## config.mk

```make
export PLATFORM = sky130hd
export DESIGN_NAME = light_sequence_monitor
export DESIGN_NICKNAME = d
export VERILOG_FILES = /design/src/rtl/light_sequence_monitor.sv
export SDC_FILE = /design/constraint.sdc
export NUM_CORES = 1
export LEC_CHECK = 0
export ABC_AREA = 1
export CORE_MARGIN = 2
export CORE_UTILIZATION = 50
export DETAILED_ROUTE_END_ITERATION = 10
export GPL_TIMING_DRIVEN = 0
export PLACE_DENSITY = 0.86
export SYNTH_ARGS = -nofsm -noshare
export SYNTH_HDL_FRONTEND = slang
export SYNTH_SLANG_ARGS = --single-unit
export TNS_END_PERCENT = 10
```

## constraint.sdc

```tcl
create_clock -name clk -period 4 [get_ports clk]
set_clock_uncertainty 0.1 [all_clocks]
set_input_delay 0.6 -clock clk [delete_from_list [all_inputs] [get_ports clk]]
set_output_delay 0.6 -clock clk [all_outputs]
set_load 0.03 [all_outputs]
```

## src/rtl/light_sequence_monitor.sv

```systemverilog
// Passive checker for red/yellow/green light outputs: tracks the current phase, times each phase, counts cycles and raises sticky errors.
// Every output is registered and reflects the sample taken at the same edge. It never drives the lights.
module light_sequence_monitor #(
  parameter int GREEN_MIN  = 4,
  parameter int GREEN_MAX  = 16,
  parameter int YELLOW_MIN = 2,
  parameter int YELLOW_MAX = 8,
  parameter int RED_MIN    = 4,
  parameter int RED_MAX    = 16,
  parameter int CNT_W      = 8,
  parameter int CYC_W      = 16
) (
  input  logic             clk,
  input  logic             reset,
  input  logic             red,
  input  logic             yellow,
  input  logic             green,
  input  logic             clear_err,
  output logic [1:0]       phase,
  output logic             dur_valid,
  output logic [CNT_W-1:0] last_dur,
  output logic [CYC_W-1:0] cycle_count,
  output logic             err_onehot,
  output logic             err_order,
  output logic             err_short,
  output logic             err_long
);

  typedef enum logic [1:0] {
    S_UNSYNC = 2'd0,
    S_RED    = 2'd1,
    S_GREEN  = 2'd2,
    S_YELLOW = 2'd3
  } state_t;

  localparam logic [CNT_W-1:0] ONE = CNT_W'(1);

  state_t           state_q, state_d, samp;
  logic [CNT_W-1:0] dur_q, dur_d, dur_sat, last_dur_d;
  logic [CNT_W-1:0] cur_min, cur_max_p1;
  logic [CYC_W-1:0] cyc_d;
  logic             fresh_q, fresh_d;
  logic             dv_d, valid, legal;
  logic             e_oh, e_ord, e_sh, e_lg;

  assign valid   = (red ^ yellow ^ green) & ~(red & yellow & green);
  assign samp    = red ? S_RED : (green ? S_GREEN : S_YELLOW);
  assign dur_sat = (dur_q == '1) ? dur_q : dur_q + ONE;
  assign legal   = (state_q == S_RED    && samp == S_GREEN)  ||
                   (state_q == S_GREEN  && samp == S_YELLOW) ||
                   (state_q == S_YELLOW && samp == S_RED);

  always_comb begin
    cur_min    = '0;
    cur_max_p1 = '0;
    case (state_q)
      S_RED:    begin cur_min = CNT_W'(RED_MIN);    cur_max_p1 = CNT_W'(RED_MAX + 1);    end
      S_GREEN:  begin cur_min = CNT_W'(GREEN_MIN);  cur_max_p1 = CNT_W'(GREEN_MAX + 1);  end
      S_YELLOW: begin cur_min = CNT_W'(YELLOW_MIN); cur_max_p1 = CNT_W'(YELLOW_MAX + 1); end
      default:  ;
    endcase
  end

  always_comb begin
    state_d    = state_q;
    dur_d      = dur_q;
    last_dur_d = last_dur;
    fresh_d    = fresh_q;
    cyc_d      = cycle_count;
    dv_d       = 1'b0;
    e_oh       = 1'b0;
    e_ord      = 1'b0;
    e_sh       = 1'b0;
    e_lg       = 1'b0;
    if (state_q == S_UNSYNC) begin
      // Sync entry: no order or short check, and the phase is marked fresh.
      if (valid) begin
        state_d = samp;
        dur_d   = ONE;
        fresh_d = 1'b1;
      end
    end else if (!valid) begin
      e_oh    = 1'b1;
      state_d = S_UNSYNC;
      dur_d   = '0;
    end else if (samp == state_q) begin
      dur_d = dur_sat;
      e_lg  = (dur_sat == cur_max_p1);
    end else begin
      last_dur_d = dur_q;
      dv_d       = 1'b1;
      dur_d      = ONE;
      state_d    = samp;
      fresh_d    = 1'b0;
      e_ord      = ~legal;
      e_sh       = ~fresh_q && (dur_q < cur_min);
      if (legal && state_q == S_YELLOW) cyc_d = cycle_count + 1'b1;
    end
  end

  always_ff @(posedge clk) begin
    if (reset) begin
      state_q     <= S_UNSYNC;
      dur_q       <= '0;
      fresh_q     <= 1'b0;
      last_dur    <= '0;
      dur_valid   <= 1'b0;
      cycle_count <= '0;
      err_onehot  <= 1'b0;
      err_order   <= 1'b0;
      err_short   <= 1'b0;
      err_long    <= 1'b0;
    end else begin
      state_q     <= state_d;
      dur_q       <= dur_d;
      fresh_q     <= fresh_d;
      last_dur    <= last_dur_d;
      dur_valid   <= dv_d;
      cycle_count <= cyc_d;
      // A new error on the clearing edge survives the clear.
      err_onehot  <= (err_onehot & ~clear_err) | e_oh;
      err_order   <= (err_order  & ~clear_err) | e_ord;
      err_short   <= (err_short  & ~clear_err) | e_sh;
      err_long    <= (err_long   & ~clear_err) | e_lg;
    end
  end

  assign phase = state_q;

endmodule

```

# ---- Word-level counts from Yosys, hierarchy flattened
# Cells that the tools add are included.
dict set report classes {
  add_sub_neg 2
  n_lt_le_gt_ge 1
  n_eq_ne 12
  muxes 29
  n_bitwise 20
  n_reduce_logical 14
}
# cell count
set ops {}
lappend ops {{$mux W8} 5}
lappend ops {{$mux W1} 17}
lappend ops {{$add A16 B1 Y16 const B} 1}
lappend ops {{$mux W2} 5}
lappend ops {{$pmux W5 S2} 1}
lappend ops {{$add A8 B1 Y8 const B} 1}
lappend ops {{$eq A2 B2 Y1 const B} 4}
lappend ops {{$eq A8 B8 Y1} 1}
lappend ops {{$eq A8 B8 Y1 const B} 1}
lappend ops {{$lt A8 B8 Y1} 1}
lappend ops {{$and A1 B1 Y1} 7}
lappend ops {{$not A1 Y1} 7}
lappend ops {{$pmux W3 S2} 1}
lappend ops {{$logic_and A1 B1 Y1} 5}
lappend ops {{$eq A2 B1 Y1 const B} 2}
lappend ops {{$ne A2 B2 Y1 const B} 2}
lappend ops {{$or A1 B1 Y1} 4}
lappend ops {{$reduce_and A2 Y1} 2}
lappend ops {{$reduce_and A4 Y1} 1}
lappend ops {{$ne A3 B3 Y1 const B} 1}
lappend ops {{$reduce_and A3 Y1} 1}
lappend ops {{$reduce_or A3 Y1} 1}
lappend ops {{$eq A2 B2 Y1} 1}
lappend ops {{$logic_not A2 Y1} 1}
lappend ops {{other kinds (3)} 5}
dict set report totals {
  register_bits 40
  in_bits 6
  output_inout_bits 31
  elab_cells 88
}

# ---- Logic depth before layout (Yosys ltp)
# Gate-level depths: netlist of run 1.
dict set report depth {
  ltp_word 11
  ltp_mapped 12
  ltp_nobuf 11
}

# ---- Least setup slack after synthesis of run 1
# OpenSTA, ideal clock, no wires.
dict set report synth_timing {
  path_type {in2reg}
  start {input port red}
  end {register cycle_count[7]}
  setup_ps 134
  arrival_ps 1785
  required_time_ps 3766
  slack_ps 1981
  cell_stages 10
  path_buffers 1
  cell_sequence {ha_1 -> nand2_1 -> nand3_2 -> inv_2 -> nand3_4 -> nor2_4 -> inv_2 -> buf_6 -> nor3_1 -> nor3_1}
}
dict set report synth_between {
  elab_chain_len 7
  word_cells_on_any_way 19
  classes_between {eq/ne: 4; mux: 1; bitwise: 7; reduce/logical: 7}
}
# item line_no
set synth_lines {}
lappend synth_lines {{start: declaration} 15} ;# input logic red,
lappend synth_lines {{$mux W2} 47} ;# assign samp = red ? S_RED : (green ? S_GREEN : S_YELLOW);
lappend synth_lines {{$eq A2 B2 Y1 (on tied branches)} {49, 50}}
lappend synth_lines {{$logic_and A1 B1 Y1 (on tied branches)} {49, 50}}
lappend synth_lines {{$logic_or A1 B1 Y1} 49} ;# assign legal = (state_q == S_RED && samp == S_GREEN) ||
lappend synth_lines {{$logic_or A1 B1 Y1} 50} ;# (state_q == S_GREEN && samp == S_YELLOW) ||
lappend synth_lines {{$logic_and A1 B1 Y1} 97} ;# if (legal && state_q == S_YELLOW) cyc_d = cycle_count + 1'b1;
lappend synth_lines {{$reduce_and A4 Y1 (no source line) (*)} --}
lappend synth_lines {{end signal: assignment} 119} ;# cycle_count <= cyc_d;
lappend synth_lines {{end: declaration} 22} ;# output logic [CYC_W-1:0] cycle_count,
# Mark *: on every way between the ends. The rest lies on a longest branch, timed or not.
# A chain may end at the register's enable or synchronous reset.

# ---- Final worst setup path of run 1
dict set report layout_timing {
  start {input port red}
  end {register err_order}
}
dict set report layout_between {
  elab_chain_len 10
  word_cells_on_any_way 21
  classes_between {eq/ne: 4; mux: 4; bitwise: 8; reduce/logical: 5}
}
# item line_no
set layout_lines {}
lappend layout_lines {{$mux W2} 47}
lappend layout_lines {{$eq A2 B2 Y1 (on tied branches)} {49, 50}}
lappend layout_lines {{$logic_and A1 B1 Y1 (on tied branches)} {49, 50}}
lappend layout_lines {{$logic_or A1 B1 Y1} 49}
lappend layout_lines {{$logic_or A1 B1 Y1} 50}
lappend layout_lines {{$not A1 Y1} 95} ;# e_ord = ~legal;
lappend layout_lines {{$mux W1} 86} ;# end else if (samp == state_q) begin
lappend layout_lines {{$mux W1 (*)} 82} ;# end else if (!valid) begin
lappend layout_lines {{$mux W1 (*)} 75} ;# if (state_q == S_UNSYNC) begin
lappend layout_lines {{$or A1 B1 Y1 (*)} 122} ;# err_order <= (err_order & ~clear_err) | e_ord;
lappend layout_lines {{end signal: assignment} 122}
lappend layout_lines {{end: declaration} 24} ;# output logic err_order,
# Marked as above.

==> flow_summary.toml, run 1 <==
[timing]
worstMarginPinSlew_ns = 0.612
fin_crit_ns = 2.42
fin_tns_setup_ns = 0
setup_viol = 0
finalCritPeriodShare = 0.606
timing.final.hold_violations = 0
max_slew_margin = 0.592
rsz0062_at_grt = "false"
fmaxAchievable_ghz = 0.413
finalMaxSlewViolations = 0

[logic_synthesis]
ys_seq_area_frac = 0.363
ys_seq_elements = 40
postSynthAreaPerCell_sq_um = 6.83
yosysTopAreaCell = "dfxtp_1"
synth_fp_nets = 337
synthTopCellsByArea = "dfxtp_1, nand2_1, nand3_1"
synthCells = 323
yosys.cell_types.count = 29
yosysTopAreaCellShare = 0.363
yosys_warnings = 0
synth_area_sq_mm = 0.00220

[drt]
first_pass_iters = 5
drt-initial-drc-count = 137
drc = 0
vias_per_cell = 5.32
antenna_left = 0
vias = 2224
avgRoutedWirePerCell_microns = 12.1
wl_microns = 5040

[final_layout]
antenna_cells = 0
drive_above_1_share = 0.0792
area_delta_synth_final_pct = 23.0
fin_nets = 379
layoutNonFillerInstCount = 418
utilization = 0.632

[global_routing]
grt_pass1_vias = 1972
grt.total_usage = 0.208
grt_first_pass_wirelength_microns = 8490
overflow = 0
grt_max_degree = 13
antenna_found_initial = 0

[clock_tree]
cts_sinks = 40
insertion_delay_ns = 0.29
holdBufCountCts = 0
cts_tree = "yes"
post_cts_buffers = 0
cts_max_level = 2
cts_resized = 0
ctsLongestPathBuffers = 2
cts_root_buf = "clkbuf_8"
clk_pin_slew_worst_paths_ns = 0.07
cts_made_buffers = 5

[floorplan]
coreArea_sq_mm = 0.00429
rows = 24
boundaryPins = 37
die_h_microns = 70.4
start_util = 0.513
dieArea_sq_mm = 0.00496
die_w_microns = 70.4

[critical_path]
crit_path_start_kind = "input port"
slowest_delay_ns = 0.48
slowest_stage = "clkdlybuf4s50_1"
crit_path_max_fanout = 9
path_cells = "clkdlybuf4s50_1 -> ha_1 -> nand2_1 -> nand3_2 -> inv_2 -> nand3_4 -> inv_1 -> nand2_1 -> o21ai_0"
critPathMostFrequentCell = "nand2_1"
crit_family = "buffers and inverters"
worst_setup_path_end_kind = "flop"
critPathBufInv = 3
worst-setup-path-type = "in2reg"
required_ns = 4.11
worst_ep_arrival_time_ns = 2.53

[run]
cap_violations = 0

[placement]
numPortBuffers = 35
place.gp.congestion = 1.00
placed_cells = 410
dp_hpwl_microns = 3850

[run_status]
run_status = "finished clean"

[power_and_ir_drop]
power.density_mw_per_mm2 = 302
power_w = 0.000819
leakage_nw = 1.09
ir_worst_vdd_v = 0.000220

[min_path]
hold_path.class = "reg2reg"
-- power breakdown --
group	internal (W)	switching, W
logic	0.0000423	0.0000792
registers	0.000408	0.00000897
clock network	0.000138	0.000142
-- cells in the final DEF, fill, tap and decap left out --
master and n:
nand2_1 86, dfxtp_1 40, clkdlybuf4s50_1 35, inv_1 34, nand3_1 29, nor2_1 29
a21oi_1 25, o21ai_0 15, nor3_1 10, nand4_1 9, ha_1 8, clkbuf_8 6
and3_1 5, clkbuf_1 4, inv_2 3, nand3_2 3, nor2_2 3, xnor2_1 3
nor3_2 3, nand2_2 2, buf_6 2, clkinv_2 2, nand3_4 1, nor2_4 1
buf_4 1, nand3b_1 1, a211oi_1 1, o21ai_1 1, nor3b_2 1, xor2_1 1
mux2_2 1, nor4_1 1
-- worst register-to-register path: cells and delay by family, from the launching register on --
| family | cells | cell delay (ns) |
|---|---|---|
| buffers and inverters | 2 | 0.33 |
| and+or+nand+nor | 5 | 0.82 |
| DFF | 1 | 0.42 |
| adders and majority gates | 1 | 0.22 |
| AOI/OAI and AO/OA | 1 | 0.13 |
-- path summary, 6_finish.rpt --
path / slack (ns) / end / from / cells after the start
max reg2reg: 1.91 / err_long / phase[0] / 9
min reg2reg: 0.37 / err_short / err_short / 2
max: 1.58 / err_order / red / 9
min: 0.37 / err_short / err_short / 2
-- synth_stat cells, drive strengths merged --
cell type	number
nand2	88
dfxtp	40
inv	37
nand3	33
nor2	33
a21oi	25
o21ai	16
nor3	13
nand4	9
ha	8
and3	5
clkbuf	4
buf	3
xnor2	3
a211oi	1
mux2	1
nand3b	1
nor3b	1
nor4	1
xor2	1
-- final cells by class --
| type | instances | area (sq um) |
|---|---|---|
| Clock inverter | 2 | 10.0 |
| Tap cell | 52 | 65.1 |
| Inverter | 37 | 139 |
| Multi-Input combinational cell | 239 | 1220 |
| Fill cell | 403 | 1580 |
| Sequential cell | 40 | 801 |
| Buffer | 7 | 45.0 |
| Clock buffer | 6 | 82.6 |
| Timing Repair Buffer | 35 | 350 |
-- flip-flops by register name (all words and copies together), names as in the netlist --
name         flops
err_onehot       1
phase            2
dur_q            8
err_order        1
err_short        1
cycle_count     16
dur_valid        1
err_long         1
last_dur         8
fresh_q          1
-- routing by layer --
metal / GRT usage / up-vias / routed length (microns)
met5: 0 / - / 0
met4: 0.0662 / 0 / 34
met3: 0.0375 / 6 / 251
met2: 0.371 / 66 / 2530
met1: 0.251 / 1009 / 2230
li1: - / 1143 / -
-- cell families (layout without fill, tap and decap cells) --
group           Yosys count  after routing  synth area share
mux                       1              1           0.00511
buf+inv                  44             87            0.0834
compound gates           42             42            0.0965
simple gates            184            184             0.390
xor+xnor                  4              4            0.0159
flops                    40             40             0.363
fa+ha+maj                 8              8            0.0454
-- per-stage QoR --
step	setup WS [ns]	hold WS, ns	cell area (sq um)
3_3_place_gp	1.33	0.353	2620
4_1_cts	1.57	0.368	2710
3_5_place_dp	1.28	0.358	2620
2_1_floorplan	1.98	0.376	2200
5_1_grt	1.34	0.414	2710
6_report	1.58	0.370	2710
No activity file was read; power rests on OpenSTA's default activity.
==> run 2, diff against run 1 <==
--- a/config.mk
+++ b/config.mk
@@ -7,7 +7,7 @@
 export LEC_CHECK = 0
 export ABC_AREA = 1
 export CORE_MARGIN = 2
-export CORE_UTILIZATION = 50
+export CORE_UTILIZATION = 48
 export DETAILED_ROUTE_END_ITERATION = 10
 export GPL_TIMING_DRIVEN = 0
 export PLACE_DENSITY = 0.86
==> constraint.sdc (replaced) <==
create_clock -name clk -period 2.2 [get_ports clk]
set_clock_uncertainty 0.1 [all_clocks]
set_input_delay 0.33 -clock clk [delete_from_list [all_inputs] [get_ports clk]]
set_output_delay 0.33 -clock clk [all_outputs]
set_load 0.03 [all_outputs]
==> run 2 against run 1 <==
  * Cell count did not move
  * Largest cell class unchanged
  * Combinational power rose by 88%
  * Critical endpoint is now cycle_count[7]
  * Register-to-register slack worse by 1.7 ns
  * Core utilization shrank 0.81 points
==> flow_summary.toml, run 2 (same netlist as run 1, synthesis figures left out) <==
[min_path]
hold_path.class = "reg2reg"
hp-start = "err_short"

[timing]
whs_ns = 0.370
fin_crit_ns = 2.02
timing.final.hold_violations = 0
finalCritPeriodShare = 0.918
setup_viol = 0
worstMarginPinSlew_ns = 0.594
fin_tns_setup_ns = 0
fmaxAchievable_ghz = 0.495
finalMaxSlewViolations = 0
rsz0062_at_grt = "false"
max_slew_margin = 0.604

[power_and_ir_drop]
leakage_nw = 1.09
switching_share = 0.292
combPwrFrac = 0.149
power.internal_w = 0.00107
power.density_mw_per_mm2 = 555
pwr-share-clk = 0.351
p_sw_w = 0.000444
seqPwrFrac = 0.500
ir_worst_vdd_v = 0.000470

[final_layout]
fin_nets = 379
area_delta_synth_final_pct = 24.0
antenna_cells = 0
multi_input_area_sq_mm = 0.00123
largest_reg_flops = 16
final_cell_mix = "nand2_1, dfxtp_1, clkdlybuf4s50_1"
regArea_sq_um = 801
fillers = 387
final_common_cell = "nand2_1"
drive_above_1_share = 0.0874
regMostFlops = "cycle_count"
top_regs = "cycle_count: 16 flops, dur_q: 8 flops, last_dur: 8 flops"

[clock_tree]
insertion_delay_ns = 0.30
cts_made_buffers = 5
cts_max_level = 2
cts_root_buf = "clkbuf_8"
holdBufCountCts = 0
cts_sinks = 40
cts_tree = "yes"
clk_pin_slew_worst_paths_ns = 0.08
post_cts_buffers = 0
ctsLongestPathBuffers = 2

[drt]
antenna_left = 0
vias_per_cell = 5.30
drt-initial-drc-count = 155
avgRoutedWirePerCell_microns = 12.2
vias = 2214
wl_microns = 5100
first_pass_iters = 4
drc = 0

[floorplan]
die_w_microns = 71.8
coreArea_sq_mm = 0.00438
boundaryPins = 37
die_h_microns = 71.8
rows = 24
start_util = 0.503
dieArea_sq_mm = 0.00515

[critical_path]
worst_setup_path_end_kind = "flop"
crit_start = "yellow"
crit_path_max_fanout = 10
required_ns = 2.27
reg2reg_from = "phase[0]"
worst-setup-path-type = "in2reg"
crit_path_start_kind = "input port"
worst_ep_arrival_time_ns = 2.09

[placement]
dp_hpwl_microns = 3810
numPortBuffers = 35
place.gp.congestion = 0.893

[global_routing]
antenna_found_initial = 0
grt.total_usage = 0.210
overflow = 0
grt_first_pass_wirelength_microns = 8650
grt_pass1_vias = 1951
grt_max_degree = 14

[run]
cap_violations = 0

[run_status]
run_status = "finished clean"
==> run 2: changes by cell type in the layout (fill, tap and decap cells not counted) <==
cell	change
dlymetal6s2s_1	+1
clkdlybuf4s50_1	-1
buf_6	+1
inv_2	+1
buf_4	-1
nor2_1	-1
nand2_2	+1
clkinv_2	-2
clkinvlp_4	+2
inv_1	-1
nor2_4	+1
nand2_1	-1
==> run 2: worst paths after layout <==
kind | to | slack (ns) | cells after the start
min | err_short | 0.37 | 2
max | cycle_count[7] | 0.18 | 11
max reg2reg | err_long | 0.25 | 9
min reg2reg | err_short | 0.37 | 2
==> run 2: power groups by stage <==
| stage | clock [W] | sequential (W) | combinational (W) |
|---|---|---|---|
| final | 0.000532 | 0.000759 | 0.000227 |
| after global routing | 0.000562 | 0.000761 | 0.000251 |
| after CTS | 0.000540 | 0.000759 | 0.000222 |
| after detailed placement | 0 | 0.000775 | 0.000221 |
| after global placement | 0 | 0.000776 | 0.000218 |
| after floorplan | 0 | 0.000799 | 0.000127 |
==> run 2: metal layers <==
metal | up-vias | wire length [microns] | GRT usage
met3 | 8 | 256 | 0.0464
met4 | 0 | 60 | 0.0566
met2 | 61 | 2520 | 0.371
li1 | 1144 | - | -
met1 | 1001 | 2260 | 0.256
met5 | - | 0 | 0
==> run 2: critical path: stages <==
cell,delay (ns)
clkdlybuf4s50_1,0.41
ha_1,0.29
nand2_1,0.11
nand3_2,0.13
inv_2,0.12
nand3_4,0.14
nor2_4,0.18
inv_2,0.06
buf_6,0.14
nor3_1,0.13
nor3_1,0.07
==> run 2: metrics by stage <==
step	utilization	setup WS (ns)	cell area, sq um	total power, W	cells
3_5_place_dp	0.598	-0.226	2620	0.000996	410
4_1_cts	0.620	0.0857	2720	0.00152	418
3_3_place_gp	0.598	-0.199	2620	0.000994	410
2_1_floorplan	-	0.205	2200	0.000926	323
5_1_grt	0.624	0.0136	2730	0.00157	418
6_report	0.624	0.180	2730	0.00152	418
==> run 2: cell type report <==
type / instances / area share
Sequential cell: 40 / 0.293
Inverter: 37 / 0.0508
Tap cell: 52 / 0.0238
Clock buffer: 6 / 0.0302
Timing Repair Buffer: 35 / 0.129
Buffer: 7 / 0.0178
Multi-Input combinational cell: 239 / 0.450
Clock inverter: 2 / 0.00549
==> run 2: timing repair <==
item                       4_1_cts  5_1_grt
hold endpoints to repair         0        0
setup endpoints to repair        0       22
resized for setup                0        6
==> run 3, diff against run 2 <==
--- a/config.mk
+++ b/config.mk
@@ -7,10 +7,11 @@
 export LEC_CHECK = 0
 export ABC_AREA = 1
 export CORE_MARGIN = 2
-export CORE_UTILIZATION = 48
+export CORE_UTILIZATION = 33
 export DETAILED_ROUTE_END_ITERATION = 10
+export DONT_BUFFER_PORTS = 1
 export GPL_TIMING_DRIVEN = 0
-export PLACE_DENSITY = 0.86
+export PLACE_DENSITY = 0.58
 export SYNTH_ARGS = -nofsm -noshare
 export SYNTH_HDL_FRONTEND = slang
 export SYNTH_SLANG_ARGS = --single-unit
==> run 3 against run 2 <==
  * The flow now finishes with violations (DRC)
  * Largest cell class unchanged
  * Cell area shrank 12%
  * Wire length grew 7.9%
  * First-iteration DRC count shrank 26%
  * Clock-buffer cell count unchanged
==> flow_summary.toml, run 3 (same netlist as run 1, synthesis figures left out) <==
[global_routing]
grt.total_usage = 0.159
overflow = 0
grt_first_pass_wirelength_microns = 9290
grt_max_degree = 12
grt_pass1_vias = 1976
top_usage_layer = "met2"
antenna_found_initial = 0
gr-usage-met2 = 0.281
use_met3 = 0.0491
use_met1 = 0.186

[placement]
place_area_sq_mm = 0.00230
dp_hpwl_microns = 4090
place.gp.congestion = 0.826
numPortBuffers = 0

[timing]
fmaxAchievable_ghz = 0.504
rsz0062_at_grt = "false"
fin_crit_ns = 1.98
max_slew_margin = 0.566
worstMarginPinSlew_ns = 0.650
setup_viol = 0
timing.final.hold_violations = 0
fin_tns_setup_ns = 0
finalMaxSlewViolations = 0
finalCritPeriodShare = 0.902

[final_layout]
fin_nets = 344
final_cell_mix = "nand2_1, dfxtp_1, inv_1"
regMostFlops = "cycle_count"
area_delta_synth_final_pct = 8.63
drive_above_1_share = 0.0970
top_regs = "cycle_count: 16 flops, dur_q: 8 flops, last_dur: 8 flops"
antenna_cells = 0
largest_reg_flops = 16
final_common_cell = "nand2_1"
fin_area_sq_mm = 0.00239

[power_and_ir_drop]
power.internal_w = 0.00101
power.density_mw_per_mm2 = 599
pwr-share-clk = 0.333
power_w = 0.00143
combPwrFrac = 0.117
ir_worst_vdd_v = 0.000201
switching_share = 0.296
leakage_nw = 0.960
seqPwrFrac = 0.549
p_sw_w = 0.000425

[drt]
drc = 4
vias_per_cell = 5.09
avgRoutedWirePerCell_microns = 13.5
antenna_left = 0
drt-initial-drc-count = 114
vias = 2070
first_pass_iters = 7
wl_microns = 5500

[floorplan]
coreArea_sq_mm = 0.00642
rows = 29
boundaryPins = 37
die_h_microns = 85.7
die_w_microns = 85.7
dieArea_sq_mm = 0.00735
start_util = 0.343

[min_path]
hold_path.class = "in2reg"

[clock_tree]
clk_pin_slew_worst_paths_ns = 0.08
ctsLongestPathBuffers = 2
holdBufCountCts = 0
insertion_delay_ns = 0.30
cts_max_level = 2
cts_root_buf = "clkbuf_8"
post_cts_buffers = 0
cts_sinks = 40
cts_tree = "yes"
cts_made_buffers = 5

[run_status]
violations = "DRC"
run_status = "finished, violations left"

[critical_path]
worst-setup-path-type = "reg2reg"
worst_ep_arrival_time_ns = 2.11
worst_setup_path_end_kind = "flop"
crit_path_max_fanout = 8
crit_path_start_kind = "flop"
required_ns = 2.33

[run]
cap_violations = 0
-- run 3: stage by stage --
step | instances | utilization | hold WS [ns] | setup WS [ns]
final | 407 | 0.373 | 0.149 | 0.215
after detailed placement | 400 | 0.358 | 0.408 | -0.209
after CTS | 407 | 0.372 | 0.146 | 0.0348
after global routing | 407 | 0.373 | 0.156 | 0.0606
after floorplan | 323 | - | 0.376 | 0.205
after global placement | 400 | 0.358 | 0.393 | -0.195
-- run 3: path summary, 6_finish.rpt --
path / slack (ns) / endpoint / depth (start not counted) / from
min reg2reg: 0.43 / dur_q[1] / 2 / dur_q[1]
min: 0.15 / phase[0] / 3 / green
max reg2reg: 0.22 / err_long / 9 / phase[0]
max: 0.22 / err_long / 9 / phase[0]
-- run 3: layout make-up --
type / instances / area [sq um]
flip-flops and latches: 40 / 810
multi-input cells: 239 / 1230
plain buffers: 7 / 45.0
inverters: 37 / 139
clock buffers: 6 / 72.6
well taps: 77 / 96.3
fillers: 672 / 4030
clock inverters: 1 / 5.00
-- run 3: power by group through the flow --
stage	Sequential [W]	Clock [W]	Combinational [W]
6_report	0.000788	0.000478	0.000168
5_1_grt	0.000791	0.000525	0.000191
4_1_cts	0.000788	0.000486	0.000168
3_5_place_dp	0.000804	0	0.000165
3_3_place_gp	0.000804	0	0.000164
2_1_floorplan	0.000799	0	0.000127
-- run 3: timing repair --
action,4_1_cts,5_1_grt
gates resized for setup,3,5
endpoints found under the hold margin,0,0
setup endpoints to repair,18,14
-- run 3: critical path: stages (launching register included) --
cell,delay [ns]
dfxtp_4,0.43
inv_1,0.10
ha_1,0.24
inv_2,0.15
nand4_1,0.21
nor2_4,0.26
nand2_1,0.07
nor2_1,0.11
nand4_1,0.12
a21oi_1,0.13
-- run 3: layer usage --
| layer | vias to the layer above | wire length (microns) |
|---|---|---|
| met3 | 6 | 281 |
| met4 | 0 | 59 |
| met1 | 961 | 2360 |
| met2 | 32 | 2810 |
| li1 | 1071 | - |
| met5 | - | 0 |
